===== src/rtl/issue_scoreboard_pkg.sv =====
// Shared types and constants for the issue scoreboard.
package hazard_definitions;

  localparam int unsigned SB_DEPTH_DEFAULT = 4;
  localparam logic [4:0]  REG_X0           = 5'd0;

  typedef struct packed {
    logic [4:0] rd;
    logic       is_load;
  } sb_entry_t;

endpackage


===== src/rtl/issue_scoreboard_sb_match.sv =====
// Parallel compare of one source register against the candidate scoreboard entries.
module sb_match
  import hazard_definitions::*;
#(
  parameter int unsigned DEPTH = SB_DEPTH_DEFAULT
) (
  input  logic [4:0]             rs,
  input  logic [DEPTH-1:0][4:0]  rds,
  input  logic [DEPTH-1:0]       cand,
  output logic                   hit
);

  logic [DEPTH-1:0] match;

  always_comb begin
    match = '0;
    for (int i = 0; i < DEPTH; i++) begin
      match[i] = cand[i] && (rds[i] == rs);
    end
    hit = (rs != REG_X0) && (|match);
  end

endmodule


===== src/rtl/issue_scoreboard.sv =====
// In-order scoreboard gating issue from decode; tracks in-flight destinations.
// Build option: SCOREBOARD_FWD_EN restricts hazard detection to in-flight loads.
module issue_scoreboard
  import hazard_definitions::*;
#(
  parameter int unsigned DEPTH = SB_DEPTH_DEFAULT
) (
  input  logic                        clk,
  input  logic                        rst_n,
  input  logic                        id_valid,
  input  logic [4:0]                  id_rs1,
  input  logic [4:0]                  id_rs2,
  input  logic                        id_uses_rs1,
  input  logic                        id_uses_rs2,
  input  logic [4:0]                  id_rd,
  input  logic                        id_RegWrite,
  input  logic                        id_MemRead,
  input  logic                        wb_RegWrite,
  input  logic [4:0]                  write_rd,
  input  logic                        flush,
  input  logic [1:0]                  flush_cnt,
  output logic                        id_stall,
  output logic [$clog2(DEPTH):0]      sb_count,
  output logic                        sb_full,
  output logic                        sb_empty,
  output logic                        sb_err
);

  localparam int unsigned AW = $clog2(DEPTH);
  localparam int unsigned CW = AW + 1;
`ifdef SCOREBOARD_FWD_EN
  localparam bit FWD_EN = 1'b1;
`else
  localparam bit FWD_EN = 1'b0;
`endif

  sb_entry_t [DEPTH-1:0] entries_q;
  logic [AW-1:0]         head_q, tail_q;
  logic [CW-1:0]         count_q;
  logic                  err_q;

  logic                  pop, pop_eff, pop_err, push;
  logic                  empty, full;
  logic [DEPTH-1:0]      cand;
  logic [DEPTH-1:0][4:0] rds;
  logic                  hit_rs1, hit_rs2;
  logic [CW-1:0]         count_ap, fc_w, drop, count_d;
  logic [AW-1:0]         head_d, tail_d;

  assign empty   = (count_q == '0);
  assign full    = (count_q == CW'(DEPTH));
  assign pop     = wb_RegWrite && (write_rd != REG_X0);
  assign pop_eff = pop && !empty;
  assign pop_err = pop && (empty || (entries_q[head_q].rd != write_rd));

  // Valid window from head, minus the head when it retires this cycle (WB bypass covers it).
  always_comb begin
    cand = '0;
    rds  = '0;
    for (int i = 0; i < DEPTH; i++) begin
      rds[i]  = entries_q[i].rd;
      cand[i] = (CW'(AW'(AW'(i) - head_q)) < count_q)
                && !(pop_eff && (AW'(i) == head_q))
                && (entries_q[i].is_load || !FWD_EN);
    end
  end

  sb_match #(.DEPTH(DEPTH)) u_match_rs1 (
    .rs   (id_rs1),
    .rds  (rds),
    .cand (cand),
    .hit  (hit_rs1)
  );

  sb_match #(.DEPTH(DEPTH)) u_match_rs2 (
    .rs   (id_rs2),
    .rds  (rds),
    .cand (cand),
    .hit  (hit_rs2)
  );

  assign id_stall = id_valid && !flush &&
                    ((id_uses_rs1 && hit_rs1) || (id_uses_rs2 && hit_rs2) ||
                     (full && !pop && id_RegWrite));

  assign push = id_valid && !id_stall && !flush && id_RegWrite && (id_rd != REG_X0);

  // Pop is applied before the flush drop, which is clamped to what remains.
  always_comb begin
    count_ap = count_q - CW'(pop_eff);
    fc_w     = CW'(flush_cnt);
    drop     = '0;
    if (flush) begin
      drop = (fc_w < count_ap) ? fc_w : count_ap;
    end
    count_d  = count_ap + CW'(push) - drop;
    head_d   = head_q + AW'(pop_eff);
    tail_d   = tail_q + AW'(push) - AW'(drop);
  end

  always_ff @(posedge clk or negedge rst_n) begin
    if (!rst_n) begin
      entries_q <= '0;
      head_q    <= '0;
      tail_q    <= '0;
      count_q   <= '0;
      err_q     <= 1'b0;
    end else begin
      if (push) begin
        entries_q[tail_q] <= '{rd: id_rd, is_load: id_MemRead};
      end
      head_q  <= head_d;
      tail_q  <= tail_d;
      count_q <= count_d;
      if (pop_err) begin
        err_q <= 1'b1;
      end
    end
  end

  assign sb_count = count_q;
  assign sb_full  = full;
  assign sb_empty = empty;
  assign sb_err   = err_q;

endmodule


===== config.mk =====
export PLATFORM = sky130hd
export DESIGN_NAME = issue_scoreboard
export DESIGN_NICKNAME = d
export VERILOG_FILES = /design/src/rtl/issue_scoreboard_pkg.sv /design/src/rtl/issue_scoreboard_sb_match.sv /design/src/rtl/issue_scoreboard.sv
export SDC_FILE = /design/constraint.sdc
export NUM_CORES = 1
export LEC_CHECK = 0
export ABC_AREA = 1
export CORE_MARGIN = 3
export CORE_UTILIZATION = 40
export DETAILED_ROUTE_END_ITERATION = 8
export PLACE_DENSITY = 0.69
export SKIP_CTS_REPAIR_TIMING = 1
export SYNTH_ARGS = -nofsm -noshare
export SYNTH_HDL_FRONTEND = slang
export SYNTH_SLANG_ARGS = --single-unit
export TNS_END_PERCENT = 100

===== constraint.sdc =====
create_clock -name clk -period 3.4 [get_ports clk]
set_input_delay 0.68 -clock clk [delete_from_list [all_inputs] [get_ports clk]]
set_output_delay 0.68 -clock clk [all_outputs]
set_load 0.05 [all_outputs]

======== Word-level counts from Yosys, hierarchy flattened ========
Cells that the tools add are included.
W data, S select, Z words.
storage, ports and cells
  register bits after elaboration ......... 32
  word-level logic and storage cells ...... 101
operators by class
  add/sub/neg operators ................... 10
  magnitude comparators ................... 8
  equal/unequal tests ..................... 13
  muxes and demuxes ....................... 7
  reductions and logical operators ........ 51
operators by type and width
  kind                   count
  $eq A5 B5 Y1           8
  $logic_and A1 B1 Y1    32
  $bwmux W24             1
  $reduce_bool A5 Y1     4
  $lt A2 B3 Y1           5
  $bmux W6 S2            1
  $demux W6 S2           1
  $mux W6                2
  $logic_not A1 Y1       8
  $reduce_or A4 Y1       2
  $lt A2 B3 Y1 const B   2
  $mux W3                2
  $ne A5 B5 Y1           1
  $add A2 B1 Y2          2
  $eq A2 B2 Y1 const A   2
  $sub A1 B2 Y2 const A  2
  $sub A2 B2 Y2 const A  2
  $add A3 B1 Y3          1
  $eq A3 B3 Y1 const B   1
  $logic_not A3 Y1       1
  $logic_or A1 B1 Y1     3
  $sub A3 B1 Y3          1
  $sub A3 B3 Y3          1
  $eq A1 B2 Y1 const A   1
  3 further kinds        3

======== Longest topological paths before layout ========
  word-level depth ........................ 20
  mapped depth ............................ 21
  depth with buffers taken out ............ 19

======== Hierarchy ========
Synthesis repeated with hierarchy kept, for this count alone.
unflattened totals
  cell total of the unflattened synthesis .. 437
  area total of the unflattened synthesis .. 2572.5 um^2
by module, submodules not included
  module            instances  cells each  area an instance (um^2)
  issue_scoreboard  1          233         1789.2
  sb_match          2          102         391.6

======== Worst setup path after synthesis ========
OpenSTA, ideal clock, no wires.
  kind .................................... reg-to-reg
  from .................................... register count_q[2] (netlist: sb_count[2])
  to ...................................... register count_q[2] (netlist: sb_count[2])
  library setup time ...................... 0.119 ns
  data arrival time ....................... 3.537 ns
  setup slack ............................. -0.255 ns
  stages on the path, launching flop included .. 14
  path buffers ............................ 1
  cells stage by stage .................... dfrtp_1 -> inv_1 -> nor3_1 -> nand3_1 -> nand2_1 -> nor2_4 -> buf_6 -> nand2_2 -> inv_2 -> ha_1 -> fa_1 -> xor2_1 -> xnor2_1 -> inv_1
between the ends
  elaborated cells between the ends (all ways) .. 50
  those cells by class .................... 3 x add/sub; 5 x order compare; 1 x eq/ne; 2 x mux; 39 x reduce/logical
RTL lines
  element                            RTL line                 RTL
  start: declaration                 issue_scoreboard.sv:39   logic [CW-1:0] count_q;
  start signal: assignment           issue_scoreboard.sv:114  count_q <= count_d;
  $eq A3 B3 Y1                       issue_scoreboard.sv:51   assign full = (count_q == CW'(DEPTH));
  via sb_full                        issue_scoreboard.sv:24   output logic sb_full,
  $logic_and A1 B1 Y1 (2 in series)  issue_scoreboard.sv:84   (full && !pop && id_RegWrite));
  $logic_or A1 B1 Y1                 issue_scoreboard.sv:83   ((id_uses_rs1 && hit_rs1) || (id_uses_rs2 && hit_rs2) ||
  $logic_and A1 B1 Y1                issue_scoreboard.sv:82   assign id_stall = id_valid && !flush &&
  $logic_not A1 Y1                   issue_scoreboard.sv:86   assign push = id_valid && !id_stall && !flush && id_RegWrite && (id_rd != REG_X0);
  $logic_and A1 B1 Y1 (4 in series)  issue_scoreboard.sv:86
  $add A3 B1 Y3                      issue_scoreboard.sv:96   count_d = count_ap + CW'(push) - drop;
  $sub A3 B3 Y3                      issue_scoreboard.sv:96
  via count_d[2]                     issue_scoreboard.sv:47   logic [CW-1:0] count_ap, fc_w, drop, count_d;
The timed path passes the listed nets, and every way through them passes these cells.
A chain may end at the register's enable or synchronous reset.

======== Final worst setup path ========
  from .................................... input write_rd[1]
  to ...................................... register count_q[2] (netlist: sb_count[2])
between the ends
  word-level cells in the longest chain between the ends .. 20
  elaborated cells between the ends (all ways) .. 46
  those cells by class .................... 3 x add/sub; 1 x order compare; 2 x mux; 40 x reduce/logical
ends and longest elaborated chain
  element                            RTL line                         RTL
  start: declaration                 issue_scoreboard.sv:19           input logic [4:0] write_rd,
  $reduce_bool A5 Y1 (*)             issue_scoreboard.sv:52           assign pop = wb_RegWrite && (write_rd != REG_X0);
  $logic_and A1 B1 Y1 (*)            issue_scoreboard.sv:52
  $logic_and A1 B1 Y1                issue_scoreboard.sv:53           assign pop_eff = pop && !empty;
  $logic_and A1 B1 Y1                issue_scoreboard.sv:63           && !(pop_eff && (AW'(i) == head_q))
  $logic_not A1 Y1                   issue_scoreboard.sv:63
  $logic_and A1 B1 Y1                issue_scoreboard.sv:63
  $logic_and A1 B1 Y1                issue_scoreboard_sb_match.sv:18  match[i] = cand[i] && (rds[i] == rs);
  $reduce_or A4 Y1                   issue_scoreboard_sb_match.sv:20  hit = (rs != REG_X0) && (|match);
  $logic_and A1 B1 Y1                issue_scoreboard_sb_match.sv:20
  $logic_and A1 B1 Y1                issue_scoreboard.sv:83
  $logic_or A1 B1 Y1 (2 in series)   issue_scoreboard.sv:83
  $logic_and A1 B1 Y1                issue_scoreboard.sv:82
  $logic_not A1 Y1                   issue_scoreboard.sv:86
  $logic_and A1 B1 Y1 (4 in series)  issue_scoreboard.sv:86
  $add A3 B1 Y3                      issue_scoreboard.sv:96
  $sub A3 B3 Y3 (*)                  issue_scoreboard.sv:96
  via count_d[2]                     issue_scoreboard.sv:47
Mark *: on every way through the listed nets, which the timed path passes. The rest lies on a longest branch.

==> results.tsv <==
stage	metric	value	unit
pwr	internal_power	1.450	mW
yosys	synth.area.top_cells	dfrtp_1, nand2_1, xnor2_1	
die	core-area	6061	sq um
critical_path	crit_arrival	3.43	ns
clocking	clockBufferDepth	2	
sta	fin_crit_sh	95.50	%
pwr	p_switching	1.365	mW
pwr	clock_power_share	9.4	%
die	rows	28	
detailed_routing	first_pass_iters	4	
placed_design	dpl_cell_area	3127	sq um
detailed_routing	vias	2498	
pwr	leakage	1.689	nW
pwr	vdd_drop_max	0.4511	mV
sta	slew_violations	0	
sta	hold_viol_final	0	
global_route	gr-total-overflow	0	
global_route	antenna_found_initial	0	
die	die_h	86	um
final_layout	layout-drive-gt1-share	12.83	%
detailed_routing	first_iter_violations	154	
critical_path	end_kind	flop	
clocking	cts.reportedPaths.clkPinSlew	0.10	ns
detailed_routing	wl	6817	um
die	dieArea	7396	sq um
yosys	synth_top_cell_by_area	dfrtp_1	
worst_hold_path	hold_class	reg -> reg	
final_layout	final_area	3291	sq um
sta	min_period	3.247	ns
global_route	met2_usage	30.97	%
pwr	seq_power_share	25.8	%
sta	worst_hold_slack	0.4700	ns
clocking	worstSkewPairLatency	0.28	ns
yosys	synth_seq_cells	28	
global_route	grt_max_degree	29	
yosys	ys_top_cells_by_count	nand2_1, inv_1, xnor2_1	
die	die_w	86	um
critical_path	crit_type	in -> reg	
die	io-pin-count	38	
pwr	p_sw_share	48.50	%
die	initial_core_util	42.24	%
yosys	synth.most_common_cell	nand2_1	
critical_path	crit_fanout	3	
clocking	htree_levels	1	
yosys	syn_nets	416	
yosys	synth.avg_cell_area	6.938	sq um
pwr	pwr-share-comb	64.8	%
global_route	gr-usage-met3	2.786	%
sta	setup_viol	0	
sta	worst_slew_pin_slew	0.5156	ns
final_layout	fin_nets	469	
detailed_routing	drcViolationCount	0	
critical_path	required	3.58	ns
placed_design	port_buffers	36	
yosys	synth_warnings	0	
clocking	cts.sinks	28	
sta	fmaxAchievable	308.0	MHz
detailed_routing	wl_per_cell	13.74	um
global_route	met1_usage	25.93	%
yosys	synth_edf_count	0	
clocking	cts-root-buf	clkbuf_8	
placed_design	gp_congestion	0.9702	
yosys	synth_top_area_share	27.37	%
yosys	syn_area	2560	sq um
placed_design	hpwlAfterDp	5442	um
sta	fin_skew	0.005035	ns
yosys	ys_seq_area_share	27.37	%
final_layout	antenna_cells	0	
outcome	outcome	finished, final reports clean	
clocking	cts_tree	yes	
detailed_routing	vias_per_cell	5.036	
clocking	cts_made_buffers	3	
yosys	ys_async_sr_fraction	100.0	%
yosys	synthFlopType	dfrtp_1	
pwr	power_density	855.4	nW/um^2
global_route	grt_pass1_wl	11270	um
detailed_routing	antenna_left	0	
yosys	synthCells	369	
critical_path	critPathLaunchType	input pin	
sta	slew_headroom	65.52	%
run	max-cap-violations	0	
global_route	grt_usage	18.88	%
global_route	top_usage_layer	met2	
final_layout	area_growth	28.54	%
global_route	grt_pass1_vias	2390	
yosys	ys_types	31	
-- stage by stage --
step | instances | power [mW] | utilization [%] | TNS [ns] | worst slack [ns]
after CTS | 493 | 2.764 | 52.77 | -0.4940 | -0.3055
after global placement | 489 | 2.430 | 51.59 | -1.061 | -0.4848
after floorplan | 369 | 1.950 | - | 0 | 0.001250
after global routing | 496 | 3.092 | 54.29 | -0.01068 | -0.01068
final | 496 | 2.815 | 54.29 | 0 | 0.1531
after detailed placement | 489 | 2.488 | 51.59 | -1.430 | -0.5954
-- cells in the final DEF (no fill, tap or decap), drive strengths merged --
cell,count
a211oi,1
a21boi,2
a21oi,11
buf,27
bufinv,1
clkbuf,3
clkdlybuf4s50,25
dfrtp,28
dlymetal6s2s,10
fa,1
ha,15
inv,46
nand2,107
nand3,25
nand4,31
nor2,25
nor3,3
nor4,1
o211ai,3
o21ai,15
o21bai,1
or2,1
xnor2,33
xor2,6
-- critical path: stages --
cell and delay [ns]:
dlymetal6s2s_1 0.14, nor2_2 0.12, nand3_2 0.11, nand2_2 0.09, inv_2 0.04, nand2_2 0.08, nor2_4 0.05, ha_4 0.21
ha_1 0.30, nand3_2 0.09, nand2_2 0.07, o21ai_1 0.13, a21oi_1 0.07, ha_1 0.29, inv_1 0.04, ha_2 0.17
fa_2 0.37, xor2_2 0.18, xnor2_1 0.13, inv_1 0.05
-- flip-flops by register name, indices dropped and copies added, names as in the netlist --
| register | count |
|---|---|
| entries_q | 20 |
| head_q | 2 |
| sb_count | 3 |
| sb_err | 1 |
| tail_q | 2 |
-- area by class of cell --
class / instances / area, sq um
Sequential cell: 28 / 700.7
Clock inverter: 1 / 30.03
Multi-Input combinational cell: 281 / 1662
Tap cell: 75 / 93.84
Inverter: 46 / 172.7
Timing Repair Buffer: 62 / 590.6
Fill cell: 573 / 2770
Clock buffer: 3 / 41.29
-- power groups by stage --
stage               Clock, mW  Sequential, mW  Combinational (mW)
global placement            0           0.722                1.71
floorplan                   0           0.735                1.21
CTS                     0.272           0.721                1.77
finish                  0.265           0.727                1.82
global route            0.288           0.750                2.05
detailed placement          0           0.727                1.76
-- worst paths after layout --
check | endpoint | slack, ns | cells past startpoint | start
max reg2reg | sb_count[2] | 0.18 | 17 | sb_count[1]
max in group asynchronous | entries_q[9] | 2.36 | 2 | rst_n
min in group asynchronous | head_q[0] | 0.77 | 2 | rst_n
min | sb_err | 0.47 | 2 | sb_err
min reg2reg | sb_err | 0.47 | 2 | sb_err
max | sb_count[2] | 0.15 | 20 | write_rd[1]
-- cells by family after synthesis --
family | count (synthesis) | synth area share [%]
compound gates | 33 | 7.136
fa+ha+maj | 16 | 8.113
simple gates | 193 | 34.16
xor+xnor | 39 | 13.34
flops | 28 | 27.37
buf+inv | 60 | 9.873
-- routing by layer --
layer | part of all wire (%) | routed length (um)
met1 | 48 | 3298
met2 | 47 | 3228
met3 | 3.1 | 210
met4 | 1.2 | 79
met5 | 0 | 0
(Power assumes the default switching activity.)
